File: src/rtl/parser_typedefs_pkg.sv
// Shared N6 parser/deparser types: header sizes, protocol codes,
// transmit FSM states and the latched flow descriptor.
package parser_typedefs_pkg;

    localparam int ETH_HDR_B  = 14;
    localparam int IPV4_HDR_B = 20;
    localparam int UDP_HDR_B  = 8;
    localparam int TCP_HDR_B  = 20;

    localparam logic [7:0]  PROTOCOL_TCP   = 8'd6;
    localparam logic [7:0]  PROTOCOL_UDP   = 8'd17;
    localparam logic [15:0] ETHERTYPE_IPV4 = 16'h0800;

    typedef enum logic [2:0] {
        IDLE,
        CSUM,
        HDR,
        PAY,
        TAIL
    } n6_tx_states_e;

    typedef struct packed {
        logic [47:0] eth_dst;
        logic [47:0] eth_src;
        logic [7:0]  tos;
        logic [7:0]  ttl;
        logic [7:0]  proto;
        logic [15:0] id;
        logic [31:0] ip_src;
        logic [31:0] ip_dst;
        logic [15:0] sport;
        logic [15:0] dport;
        logic [31:0] seq;
        logic [31:0] ack;
        logic [7:0]  flags;
        logic [15:0] win;
        logic [15:0] pay_len;
    } n6_desc_t;

endpackage

File: src/rtl/packet_deparser_n6_if.sv
// Descriptor, payload and frame-bus signals of the N6 deparser.
// slave is the deparser side, master the driving/sinking side.
interface packet_deparser_n6_if;
    logic        hdr_valid_i;
    logic        hdr_ready_o;
    logic [47:0] eth_dst_i;
    logic [47:0] eth_src_i;
    logic [7:0]  ip_tos_i;
    logic [7:0]  ip_ttl_i;
    logic [7:0]  ip_proto_i;
    logic [15:0] ip_id_i;
    logic [31:0] ip_src_i;
    logic [31:0] ip_dst_i;
    logic [15:0] src_port_i;
    logic [15:0] dst_port_i;
    logic [31:0] tcp_seq_i;
    logic [31:0] tcp_ack_i;
    logic [7:0]  tcp_flags_i;
    logic [15:0] tcp_win_i;
    logic [15:0] pay_len_i;
    logic [31:0] pay_i;
    logic        pay_valid_i;
    logic        pay_ready_o;
    logic [31:0] bus_o;
    logic        bus_valid_o;
    logic        bus_ready_i;
    logic        start_of_packet_o;
    logic        bus_last_o;
    logic [2:0]  bus_bytes_o;
    logic        hdr_err_o;

    modport slave (
        input  hdr_valid_i, eth_dst_i, eth_src_i, ip_tos_i, ip_ttl_i,
               ip_proto_i, ip_id_i, ip_src_i, ip_dst_i, src_port_i,
               dst_port_i, tcp_seq_i, tcp_ack_i, tcp_flags_i, tcp_win_i,
               pay_len_i, pay_i, pay_valid_i, bus_ready_i,
        output hdr_ready_o, pay_ready_o, bus_o, bus_valid_o,
               start_of_packet_o, bus_last_o, bus_bytes_o, hdr_err_o
    );

    modport master (
        output hdr_valid_i, eth_dst_i, eth_src_i, ip_tos_i, ip_ttl_i,
               ip_proto_i, ip_id_i, ip_src_i, ip_dst_i, src_port_i,
               dst_port_i, tcp_seq_i, tcp_ack_i, tcp_flags_i, tcp_win_i,
               pay_len_i, pay_i, pay_valid_i, bus_ready_i,
        input  hdr_ready_o, pay_ready_o, bus_o, bus_valid_o,
               start_of_packet_o, bus_last_o, bus_bytes_o, hdr_err_o
    );
endinterface

File: src/rtl/packet_deparser_n6_ipv4_hdr_csum.sv
// IPv4 header checksum: one's-complement of the folded 16-bit sum of
// ten header words (checksum word supplied as zero).
module ipv4_hdr_csum (
    input  logic [159:0] hdr,
    output logic [15:0]  csum
);
    logic [19:0] sum;
    logic [16:0] fold1;
    logic [15:0] fold2;

    always_comb begin
        sum = '0;
        for (int i = 0; i < 10; i++) begin
            sum = sum + 20'(hdr[i*16 +: 16]);
        end
    end

    assign fold1 = 17'(sum[15:0]) + 17'(sum[19:16]);
    assign fold2 = fold1[15:0] + 16'(fold1[16]);
    assign csum  = ~fold2;

endmodule

File: src/rtl/packet_deparser_n6.sv
// N6 transmit deparser: descriptor + payload words in, big-endian
// Ethernet/IPv4/UDP-or-TCP frame out on a registered 32-bit bus.
module packet_deparser_n6
    import parser_typedefs_pkg::*;
#(
    parameter int MAX_PAYLOAD_B = 1472,
    parameter int BUS_WIDTH_B   = 4
) (
    input logic                 CLK,
    input logic                 reset,
    packet_deparser_n6_if.slave io
);
    localparam int BW     = BUS_WIDTH_B * 8;
    localparam int SR_W   = (ETH_HDR_B + IPV4_HDR_B + TCP_HDR_B) * 8;
    localparam int UDP_NB = (ETH_HDR_B + IPV4_HDR_B + UDP_HDR_B) / 4;
    localparam int TCP_NB = (ETH_HDR_B + IPV4_HDR_B + TCP_HDR_B) / 4;

    n6_tx_states_e   state_q, state_d;
    n6_desc_t        desc_q, desc_d, desc_in;
    logic [SR_W-1:0] sr_q, sr_d, hdr_img;
    logic [15:0]     cnt_q, cnt_d, carry_q, carry_d;
    logic [2:0]      tail_q, tail_d;
    logic [BW-1:0]   bus_q, bus_d;
    logic            valid_q, valid_d, sop_q, sop_d, last_q, last_d;
    logic [2:0]      bytes_q, bytes_d;
    logic            hrdy_q, hrdy_d, err_q, err_d, prdy;
    logic            is_tcp, fire, bad, adv, last_word;
    logic [15:0]     tot_len, udp_len, nwords, nbeats, csum;
    logic [159:0]    ip_raw, ip_hdr;
    logic [111:0]    eth_hdr;

    assign desc_in = '{
        eth_dst: io.eth_dst_i,   eth_src: io.eth_src_i,
        tos:     io.ip_tos_i,    ttl:     io.ip_ttl_i,
        proto:   io.ip_proto_i,  id:      io.ip_id_i,
        ip_src:  io.ip_src_i,    ip_dst:  io.ip_dst_i,
        sport:   io.src_port_i,  dport:   io.dst_port_i,
        seq:     io.tcp_seq_i,   ack:     io.tcp_ack_i,
        flags:   io.tcp_flags_i, win:     io.tcp_win_i,
        pay_len: io.pay_len_i
    };

    assign is_tcp  = (desc_q.proto == PROTOCOL_TCP);
    assign tot_len = 16'(IPV4_HDR_B) + desc_q.pay_len
                   + (is_tcp ? 16'(TCP_HDR_B) : 16'(UDP_HDR_B));
    assign udp_len = 16'(UDP_HDR_B) + desc_q.pay_len;
    assign nbeats  = is_tcp ? 16'(TCP_NB) : 16'(UDP_NB);
    assign nwords  = (desc_q.pay_len + 16'd3) >> 2;

    assign ip_raw = {8'h45, desc_q.tos, tot_len, desc_q.id, 16'h4000,
                     desc_q.ttl, desc_q.proto, 16'h0000,
                     desc_q.ip_src, desc_q.ip_dst};

    ipv4_hdr_csum u_csum (
        .hdr  (ip_raw),
        .csum (csum)
    );

    assign ip_hdr  = {ip_raw[159:80], csum, ip_raw[63:0]};
    assign eth_hdr = {desc_q.eth_dst, desc_q.eth_src, ETHERTYPE_IPV4};

    // Header image is MSB-aligned; the UDP form leaves 12 unused bytes
    assign hdr_img = is_tcp
        ? {eth_hdr, ip_hdr, desc_q.sport, desc_q.dport, desc_q.seq,
           desc_q.ack, 8'h50, desc_q.flags, desc_q.win, 32'h0}
        : {eth_hdr, ip_hdr, desc_q.sport, desc_q.dport, udp_len,
           16'h0, 96'h0};

    assign fire = io.hdr_valid_i && hrdy_q;
    assign bad  = !(io.ip_proto_i == PROTOCOL_UDP ||
                    io.ip_proto_i == PROTOCOL_TCP) ||
                  (io.pay_len_i > 16'(MAX_PAYLOAD_B));
    assign adv       = !valid_q || io.bus_ready_i;
    assign last_word = (cnt_q == nwords - 16'd1);

    always_comb begin
        state_d = state_q;
        desc_d  = desc_q;
        sr_d    = sr_q;
        cnt_d   = cnt_q;
        carry_d = carry_q;
        tail_d  = tail_q;
        bus_d   = bus_q;
        valid_d = valid_q;
        sop_d   = sop_q;
        last_d  = last_q;
        bytes_d = bytes_q;
        err_d   = 1'b0;
        prdy    = 1'b0;
        if (adv) begin
            valid_d = 1'b0;
            sop_d   = 1'b0;
            last_d  = 1'b0;
        end
        unique case (state_q)
            IDLE: begin
                if (fire) begin
                    if (bad) begin
                        err_d = 1'b1;
                    end else begin
                        desc_d  = desc_in;
                        state_d = CSUM;
                    end
                end
            end
            CSUM: begin
                sr_d    = hdr_img;
                cnt_d   = '0;
                state_d = HDR;
            end
            HDR: begin
                if (adv) begin
                    valid_d = 1'b1;
                    bus_d   = sr_q[SR_W-1 -: 32];
                    sr_d    = sr_q << 32;
                    sop_d   = (cnt_q == 16'd0);
                    bytes_d = 3'd4;
                    cnt_d   = cnt_q + 16'd1;
                    if (cnt_q == nbeats - 16'd1) begin
                        // two header bytes remain and prefix the payload
                        carry_d = sr_q[SR_W-33 -: 16];
                        cnt_d   = '0;
                        if (desc_q.pay_len == 16'd0) begin
                            tail_d  = 3'd2;
                            state_d = TAIL;
                        end else begin
                            state_d = PAY;
                        end
                    end
                end
            end
            PAY: begin
                prdy = adv;
                if (adv && io.pay_valid_i) begin
                    valid_d = 1'b1;
                    bus_d   = {carry_q, io.pay_i[31:16]};
                    carry_d = io.pay_i[15:0];
                    bytes_d = 3'd4;
                    cnt_d   = cnt_q + 16'd1;
                    if (last_word) begin
                        unique case (desc_q.pay_len[1:0])
                            2'd1: begin
                                bytes_d    = 3'd3;
                                bus_d[7:0] = 8'h00;
                                last_d     = 1'b1;
                                state_d    = IDLE;
                            end
                            2'd2: begin
                                last_d  = 1'b1;
                                state_d = IDLE;
                            end
                            2'd3: begin
                                tail_d  = 3'd1;
                                state_d = TAIL;
                            end
                            default: begin
                                tail_d  = 3'd2;
                                state_d = TAIL;
                            end
                        endcase
                    end
                end
            end
            TAIL: begin
                if (adv) begin
                    valid_d = 1'b1;
                    last_d  = 1'b1;
                    bytes_d = tail_q;
                    bus_d   = (tail_q == 3'd1) ? {carry_q[15:8], 24'h0}
                                               : {carry_q, 16'h0};
                    state_d = IDLE;
                end
            end
            default: state_d = IDLE;
        endcase
        hrdy_d = (state_d == IDLE);
    end

    always_ff @(posedge CLK or negedge reset) begin
        if (!reset) begin
            state_q <= IDLE;
            desc_q  <= '0;
            sr_q    <= '0;
            cnt_q   <= '0;
            carry_q <= '0;
            tail_q  <= '0;
            bus_q   <= '0;
            valid_q <= 1'b0;
            sop_q   <= 1'b0;
            last_q  <= 1'b0;
            bytes_q <= 3'd4;
            hrdy_q  <= 1'b0;
            err_q   <= 1'b0;
        end else begin
            state_q <= state_d;
            desc_q  <= desc_d;
            sr_q    <= sr_d;
            cnt_q   <= cnt_d;
            carry_q <= carry_d;
            tail_q  <= tail_d;
            bus_q   <= bus_d;
            valid_q <= valid_d;
            sop_q   <= sop_d;
            last_q  <= last_d;
            bytes_q <= bytes_d;
            hrdy_q  <= hrdy_d;
            err_q   <= err_d;
        end
    end

    assign io.hdr_ready_o       = hrdy_q;
    assign io.hdr_err_o         = err_q;
    assign io.pay_ready_o       = prdy;
    assign io.bus_o             = bus_q;
    assign io.bus_valid_o       = valid_q;
    assign io.start_of_packet_o = sop_q;
    assign io.bus_last_o        = last_q;
    assign io.bus_bytes_o       = bytes_q;

endmodule

File: src/flat_wrapper.sv
// flat-port wrapper written by rule: the top's interface ports become plain ports
module packet_deparser_n6_flat import parser_typedefs_pkg::*;
#(
    parameter int MAX_PAYLOAD_B = 1472,
    parameter int BUS_WIDTH_B   = 4
)
  (CLK, reset, io_hdr_valid_i, io_eth_dst_i, io_eth_src_i, io_ip_tos_i, io_ip_ttl_i, io_ip_proto_i, io_ip_id_i, io_ip_src_i, io_ip_dst_i, io_src_port_i, io_dst_port_i, io_tcp_seq_i, io_tcp_ack_i, io_tcp_flags_i, io_tcp_win_i, io_pay_len_i, io_pay_i, io_pay_valid_i, io_bus_ready_i, io_hdr_ready_o, io_pay_ready_o, io_bus_o, io_bus_valid_o, io_start_of_packet_o, io_bus_last_o, io_bus_bytes_o, io_hdr_err_o);
  packet_deparser_n6_if io_i ();
  input logic CLK;
  input logic reset;
  input wire logic [$bits(io_i.hdr_valid_i)-1:0] io_hdr_valid_i;
  input wire logic [$bits(io_i.eth_dst_i)-1:0] io_eth_dst_i;
  input wire logic [$bits(io_i.eth_src_i)-1:0] io_eth_src_i;
  input wire logic [$bits(io_i.ip_tos_i)-1:0] io_ip_tos_i;
  input wire logic [$bits(io_i.ip_ttl_i)-1:0] io_ip_ttl_i;
  input wire logic [$bits(io_i.ip_proto_i)-1:0] io_ip_proto_i;
  input wire logic [$bits(io_i.ip_id_i)-1:0] io_ip_id_i;
  input wire logic [$bits(io_i.ip_src_i)-1:0] io_ip_src_i;
  input wire logic [$bits(io_i.ip_dst_i)-1:0] io_ip_dst_i;
  input wire logic [$bits(io_i.src_port_i)-1:0] io_src_port_i;
  input wire logic [$bits(io_i.dst_port_i)-1:0] io_dst_port_i;
  input wire logic [$bits(io_i.tcp_seq_i)-1:0] io_tcp_seq_i;
  input wire logic [$bits(io_i.tcp_ack_i)-1:0] io_tcp_ack_i;
  input wire logic [$bits(io_i.tcp_flags_i)-1:0] io_tcp_flags_i;
  input wire logic [$bits(io_i.tcp_win_i)-1:0] io_tcp_win_i;
  input wire logic [$bits(io_i.pay_len_i)-1:0] io_pay_len_i;
  input wire logic [$bits(io_i.pay_i)-1:0] io_pay_i;
  input wire logic [$bits(io_i.pay_valid_i)-1:0] io_pay_valid_i;
  input wire logic [$bits(io_i.bus_ready_i)-1:0] io_bus_ready_i;
  output wire logic [$bits(io_i.hdr_ready_o)-1:0] io_hdr_ready_o;
  output wire logic [$bits(io_i.pay_ready_o)-1:0] io_pay_ready_o;
  output wire logic [$bits(io_i.bus_o)-1:0] io_bus_o;
  output wire logic [$bits(io_i.bus_valid_o)-1:0] io_bus_valid_o;
  output wire logic [$bits(io_i.start_of_packet_o)-1:0] io_start_of_packet_o;
  output wire logic [$bits(io_i.bus_last_o)-1:0] io_bus_last_o;
  output wire logic [$bits(io_i.bus_bytes_o)-1:0] io_bus_bytes_o;
  output wire logic [$bits(io_i.hdr_err_o)-1:0] io_hdr_err_o;
  assign io_i.hdr_valid_i = io_hdr_valid_i;
  assign io_i.eth_dst_i = io_eth_dst_i;
  assign io_i.eth_src_i = io_eth_src_i;
  assign io_i.ip_tos_i = io_ip_tos_i;
  assign io_i.ip_ttl_i = io_ip_ttl_i;
  assign io_i.ip_proto_i = io_ip_proto_i;
  assign io_i.ip_id_i = io_ip_id_i;
  assign io_i.ip_src_i = io_ip_src_i;
  assign io_i.ip_dst_i = io_ip_dst_i;
  assign io_i.src_port_i = io_src_port_i;
  assign io_i.dst_port_i = io_dst_port_i;
  assign io_i.tcp_seq_i = io_tcp_seq_i;
  assign io_i.tcp_ack_i = io_tcp_ack_i;
  assign io_i.tcp_flags_i = io_tcp_flags_i;
  assign io_i.tcp_win_i = io_tcp_win_i;
  assign io_i.pay_len_i = io_pay_len_i;
  assign io_i.pay_i = io_pay_i;
  assign io_i.pay_valid_i = io_pay_valid_i;
  assign io_i.bus_ready_i = io_bus_ready_i;
  assign io_hdr_ready_o = io_i.hdr_ready_o;
  assign io_pay_ready_o = io_i.pay_ready_o;
  assign io_bus_o = io_i.bus_o;
  assign io_bus_valid_o = io_i.bus_valid_o;
  assign io_start_of_packet_o = io_i.start_of_packet_o;
  assign io_bus_last_o = io_i.bus_last_o;
  assign io_bus_bytes_o = io_i.bus_bytes_o;
  assign io_hdr_err_o = io_i.hdr_err_o;
  packet_deparser_n6 #(.MAX_PAYLOAD_B(MAX_PAYLOAD_B), .BUS_WIDTH_B(BUS_WIDTH_B)) u_core (.CLK(CLK), .reset(reset), .io(io_i));
endmodule
File: config.mk
export PLATFORM = sky130hd
export DESIGN_NAME = packet_deparser_n6_flat
export DESIGN_NICKNAME = d
export VERILOG_FILES = /design/src/rtl/parser_typedefs_pkg.sv /design/src/rtl/packet_deparser_n6_if.sv /design/src/rtl/packet_deparser_n6_ipv4_hdr_csum.sv /design/src/rtl/packet_deparser_n6.sv /design/src/flat_wrapper.sv
export SDC_FILE = /design/constraint.sdc
export NUM_CORES = 2
export LEC_CHECK = 0
export BUFFER_PORTS_ARGS = -buffer_cell sky130_fd_sc_hd__buf_2
export CAP_MARGIN = 30
export CORE_MARGIN = 2
export CORE_UTILIZATION = 45
export DETAILED_ROUTE_END_ITERATION = 16
export HOLD_SLACK_MARGIN = 0.05
export MAX_ROUTING_LAYER = met4
export PLACE_DENSITY_LB_ADDON = 0.3
export SETUP_SLACK_MARGIN = 0.5
export SYNTH_ARGS = -nofsm -noshare
export SYNTH_HDL_FRONTEND = slang
export SYNTH_SLANG_ARGS = --single-unit
File: constraint.sdc
create_clock -name CLK -period 13.9 [get_ports CLK]
set_input_delay 1.39 -clock CLK [delete_from_list [all_inputs] [get_ports CLK]]
set_output_delay 1.39 -clock CLK [all_outputs]
set_load 0.05 [all_outputs]
# Yosys cells after proc, flatten, opt, wreduce, memory -nomap -nowiden
# Index checks and enable logic that the tools add are counted.
# W data, S select, Z words.
[totals]
out_inout_bits = 41
inputBits = 373
register_bits = 846
wordCells = 150
[op_classes]
addsub = 17
eq_ne = 20
n_reduce_logical = 23
n_lt_le_gt_ge = 1
n_mux = 60
bitwise = 2
[ops]
columns = ["cell", "count"]
rows = [
  ["$pmux W432 S2", 1],
  ["$mux W432", 1],
  ["$mux W128", 1],
  ["$mux W16", 6],
  ["$mux W32", 3],
  ["$pmux W32 S3", 1],
  ["$mux W3", 20],
  ["$pmux W16 S3", 1],
  ["$add A20 B16 Y20", 2],
  ["$eq A16 B16 Y1", 2],
  ["$logic_not A16 Y1", 2],
  ["$pmux W16 S2", 1],
  ["$mux W24", 1],
  ["$add A19 B16 Y20", 1],
  ["$add A20 B15 Y20", 1],
  ["$add A20 B15 Y20 const B", 1],
  ["$add A18 B16 Y19", 1],
  ["$add A17 B16 Y18", 1],
  ["$add A16 B16 Y17", 1],
  ["$add A16 B4 Y17", 1],
  ["$add A16 B1 Y16", 1],
  ["$add A16 B1 Y16 const B", 1],
  ["$add A16 B2 Y16 const B", 1],
  ["$add A16 B5 Y16", 1],
  ["other kinds (34)", 70],
]

# Depth between registers and ports, before layout
[logic_depth]
ltp_word = 12
ltp_mapped = 49
ltp_nobuf = 46

# Modules after synthesis
# A second synthesis with hierarchy kept.
[unflattened]
cells_unflattened = 4510
area_unflattened_um2 = 39545.4
[by_module_without_submodules]
columns = ["module", "instances", "cells_each", "area_per_inst_um2", "seq_area_each_um2"]
rows = [
  ["packet_deparser_n6", 1, 4037, 34865.9, 20170.6],
  ["ipv4_hdr_csum", 1, 473, 4679.5, 0.0],
]

# Least setup slack after synthesis
# No wires, ideal clock.
[synth_timing]
path_kind = "flip-flop to flip-flop"
start = "reg u_core.desc_q[217] (netlist bit)"
end = "reg u_core.sr_q[237]"
arrival_time_ps = 9844
period_less_slack_ps = 9972
required_ps = 13772
stages_incl_launch_ff = 45
slack_ps = 3928
n_path_buf = 4
setup_time_ps = 128
cell_sequence = "dfrtp_1 -> nor4b_1 -> and2_1 -> inv_1 -> clkbuf_1 -> buf_1 -> ha_1 -> ha_1 -> fa_1 -> a21oi_1 -> nor2b_1 -> xor2_1 -> fa_1 -> inv_1 -> fa_1 -> fa_1 -> fa_1 -> inv_1 -> [9 not listed] -> a21o_1 -> ha_1 -> a21o_1 -> nand2_1 -> nor4_1 -> o21ai_1 -> nor2_1 -> and3_1 -> nand3_1 -> nor2_1 -> ha_1 -> and3_1 -> nand3_1 -> or3_1 -> clkbuf_1 -> o31ai_1 -> mux2i_1 -> nand3_1"
[synth_between]
elab_chain_len = 9
elab_cells_between_ends = 12
cone_classes = "add/sub: 8; eq/ne: 1; mux: 2; bitwise: 1"
[synth_rtl]
columns = ["element", "line", "text"]
rows = [
  ["start: declaration", "packet_deparser_n6.sv:19", "n6_desc_t desc_q, desc_d, desc_in;"],
  ["start signal: assignment", "packet_deparser_n6.sv:196", "desc_q <= desc_d;"],
  ["$add A19 B16 Y20 / $eq A8 B3 Y1 (equally long branches)", "packet_deparser_n6_ipv4_hdr_csum.sv:14, packet_deparser_n6.sv:43", ""],
  ["$add A20 B15 Y20 / $mux W5 (equally long branches)", "packet_deparser_n6_ipv4_hdr_csum.sv:14, packet_deparser_n6.sv:45", ""],
  ["$add A20 B16 Y20 / $add A16 B5 Y16 (equally long branches)", "packet_deparser_n6_ipv4_hdr_csum.sv:14, packet_deparser_n6.sv:45", ""],
  ["$add A20 B16 Y20 (*)", "packet_deparser_n6_ipv4_hdr_csum.sv:14", "sum = sum + 20'(hdr[i*16 +: 16]);"],
  ["$add A20 B15 Y20 (*)", "packet_deparser_n6_ipv4_hdr_csum.sv:14", ""],
  ["$add A16 B4 Y17 (*)", "packet_deparser_n6_ipv4_hdr_csum.sv:18", "assign fold1 = 17'(sum[15:0]) + 17'(sum[19:16]);"],
  ["$add A16 B1 Y16 (*)", "packet_deparser_n6_ipv4_hdr_csum.sv:19", "assign fold2 = fold1[15:0] + 16'(fold1[16]);"],
  ["$not A16 Y16 (*)", "packet_deparser_n6_ipv4_hdr_csum.sv:20", "assign csum = ~fold2;"],
  ["$pmux W432 S2 (*)", "packet_deparser_n6.sv:95", "unique case (state_q)"],
  ["end signal: assignment", "packet_deparser_n6.sv:197", "sr_q <= sr_d;"],
  ["end: declaration", "packet_deparser_n6.sv:20", "logic [SR_W-1:0] sr_q, sr_d, hdr_img;"],
]
# Every way passes the cells marked *; elsewhere a longest branch is shown, timed or not.
# A chain may end at the register's enable or synchronous reset.

# Worst setup path in the final report
[layout_timing]
start = "reg u_core.desc_q[218] (netlist bit)"
end = "reg u_core.sr_q[233]"
# Same word-level chain as after synthesis.

==> out/metrics.yaml <==
status: "complete, no violations"
postSynthRegisterBits: 806
die_area_sq_um: 88500
synth.top_cell.area_share: 0.519
wl_microns: 115000
dieWidth_microns: 298
cts_buffers: 90
route.met3.wl_microns: 6290
leakagePower_nw: 22.0
synth_edf_count: 0
fin_nets: 5206
worst_pin_slew_ns: 1.24
dieHeight_microns: 298
synth.most_common_cell: "nand2_1"
first_global_vias: 30500
synth-async-reset-ratio: 1.00
p_sw_frac: 0.378
reg2reg_slack_ns: 2.79
final_cell_area_sq_um: 44800
muxShareOfSynthArea: 0.00958
synthTopCellsByArea: "dfrtp_1 52%, nand2_1 16%, fa_1 4.6%, a31oi_1 4.6%, nor2_1 3.9%"
slew_headroom: 0.170
hold_buffers: 0
grt_pass1_wl_microns: 179000
ys_warn_count: 0
arrival_ns: 11.58
regArea_sq_um: 20200
synthTopCellsByCount: "1642 x nand2_1, 805 x dfrtp_1, 404 x nor2_1"
rsz0062_at_grt: "false"
crit_slowest_cell: "fa_1"
synth_top_family_by_area: "simple AND/OR/NAND/NOR gates"
comb_power_share: 0.304
vias: 31500
whs_ns: 0.464
max_stage_delay_ns: 0.54
yosys.area_share.simple: 0.242
dr.pass1.iters: 6
max_freq_mhz: 90.0
track_usage: 0.266
finalCritPeriodShare: 0.799
clock_latency_ns: 0.65
htreeDepth: 3
cpLargestDelayFamily: "adder cells"
rr_worst_depth: 44
power_density_nw_per_um2: 189
syn-num-nets: 4950
clk_pin_slew_worst_paths_ns: 0.06
setup_violations: 0
finalMaxSlewViolations: 0
ir_drop_v: 0.000123
top_layer: "met4"
wl_met1_microns: 50300
intPower_w: 0.00527
cts-root-buf: "clkbuf_16"
cts_setup_buffers: 0
path_buf_inv: 4
timing.rr.start: "u_core.desc_q[218]"
cts_buffer_depth: 3
multi_input_area_sq_um: 17000
fp.coreArea_sq_um: 85300
worstReg2RegEnd: "u_core.sr_q[233]"
n_fill_cell: 8093
viasPerCell: 5.33
post-dp-hpwl_microns: 82200
antenna_found_initial: 5
cp.depth: 44
p_seq_frac: 0.399
critPathCapture: "u_core.sr_q[233]"
postSynthAreaPerCell_sq_um: 8.73
fp-row-count: 107
overflow: 0
finalHoldViolCount: 0
synth_top_cell_by_area: "dfrtp_1"
cts_tree: "yes"
crit_start: "u_core.desc_q[218]"
crit_type: "flip-flop to flip-flop"
synth_area_sq_um: 38800
placed_area_sq_um: 41600
p_total_w: 0.00847
drive_gt1_frac: 0.138
cp_data_required_time_ns: 14.37
postCtsResizedCells: 0
ys_seq_area_frac: 0.520
critPathCaptureType: "flip-flop"
area_delta_synth_final_pct: 15.6
start_util: 0.455
synth_cell_type_count: 95
wl_met2_microns: 55400
gp_congestion: 0.928
fin_setup_tns_ns: 0
cts_sinks: 806
drc: 0
ant_nets: 0
synth_ff_type: "dfrtp_1"
p_clk_frac: 0.297
drv_cap: 0
hold_class: "flip-flop to flip-flop"
wl_per_cell_microns: 19.5
drtIter0Drc: 2785
boundaryPins: 414
clock_skew_ns: 0.0313
yosys.area_share.adder: 0.0605
synth-xor-area-share: 0.0213
path_max_fanout: 11
io_buffers: 413
grt_start_max_net_pins: 263
start_kind: "flip-flop"
min_period_ns: 11.11
synth-compound-area-share: 0.103
synth_cells: 4443
p_sw_w: 0.00320
power by group through the flow:
| stage | Clock [W] | Sequential [W] | Combinational [W] |
|---|---|---|---|
| 2_1_floorplan | 0 | 0.00343 | 0.00171 |
| 3_5_place_dp | 0 | 0.00341 | 0.00258 |
| 3_3_place_gp | 0 | 0.00339 | 0.00253 |
| 6_report | 0.00252 | 0.00338 | 0.00257 |
| 5_1_grt | 0.00267 | 0.00344 | 0.00289 |
| 4_1_cts | 0.00256 | 0.00337 | 0.00259 |
state kept, by name, indices dropped and copies added, names as in the netlist, named ones only:
| name | cells |
|---|---|
| u_core.sr_q | 393 |
| u_core.io.bus_valid_o | 1 |
| u_core.cnt_q | 16 |
| u_core.io.hdr_err_o | 1 |
| u_core.io.bus_o | 32 |
| u_core.state_q | 3 |
| u_core.io.hdr_ready_o | 1 |
| u_core.io.bus_last_o | 1 |
| u_core.tail_q | 2 |
| u_core.desc_q | 336 |
| u_core.io.bus_bytes_o | 3 |
| u_core.carry_q | 16 |
layout make-up:
| cell class | count | share of cell area |
|---|---|---|
| Tap cell | 1144 | 0.0319 |
| Inverter | 147 | 0.0123 |
| Timing Repair Buffer | 453 | 0.0561 |
| Multi-Input combinational cell | 3201 | 0.379 |
| Sequential cell | 806 | 0.450 |
| Antenna cell | 5 | 0.000279 |
| Clock inverter | 44 | 0.0130 |
| Clock buffer | 121 | 0.0575 |
metrics by stage:
stage          setup WS [ns]  cells   util
3_5_place_dp            2.83   5749  0.488
3_3_place_gp            3.01   5746  0.487
5_1_grt                 1.97   5919  0.526
2_1_floorplan           3.93   4443      -
4_1_cts                 2.79   5914  0.525
6_report                2.79   5921  0.526
placed cells by master, fill, tap and decap left out, drive strengths merged, types with 5 or more instances in the layout:
master       n
a21o        18
nor2b        8
xor2        33
mux2i       36
clkbuf     121
nor2       404
a221oi      20
nor4b        6
buf        453
o211ai       6
a211oi      17
o31ai        5
a31oi      284
nor4        17
and2        13
nand4       15
or3          6
o21ai      138
inv        150
diode        5
nand3      110
fa          89
nand2     1644
or2          7
a2111oi      6
nor3        25
clkinv      23
clkinvlp     7
ha          45
xnor2       57
dfrtp      805
a21oi       67
and3        30
a22o        31
nand2b      11
bufinv      11
cells by family (layout without fill, tap and decap cells):
kind of cell / count (synthesis) / in the layout
and+or+nand+nor: 2317 / 2317
DFF: 806 / 806
AOI/OAI and AO/OA: 622 / 622
buffers and inverters: 436 / 765
adders and majority gates: 134 / 134
xor gates and xnor gates: 91 / 91
muxes: 37 / 37
other: 0 / 5
worst min path at each step:
stage                                  start                 end  cells after the start
after floorplan             u_core.sr_q[261]    u_core.sr_q[261]                      2
after global placement      u_core.sr_q[268]    u_core.sr_q[268]                      2
after detailed placement   u_core.desc_q[40]   u_core.desc_q[40]                      2
after CTS                   u_core.sr_q[257]    u_core.sr_q[257]                      2
after global routing      u_core.desc_q[274]  u_core.desc_q[274]                      2
final                     u_core.desc_q[114]  u_core.desc_q[114]                      2
worst min-delay path: stages, from the launching register on:
cell,delay (ns)
dfrtp_1,0.34
nand2_1,0.05
nand2_1,0.04
layer usage:
layer | track usage | up-vias
li1 | - | 15100
met1 | 0.361 | 15400
met2 | 0.420 | 905
met3 | 0.0351 | 159
met4 | 0.0803 | 0
met5 | - | -
No activity file was read; power rests on OpenSTA's default activity.
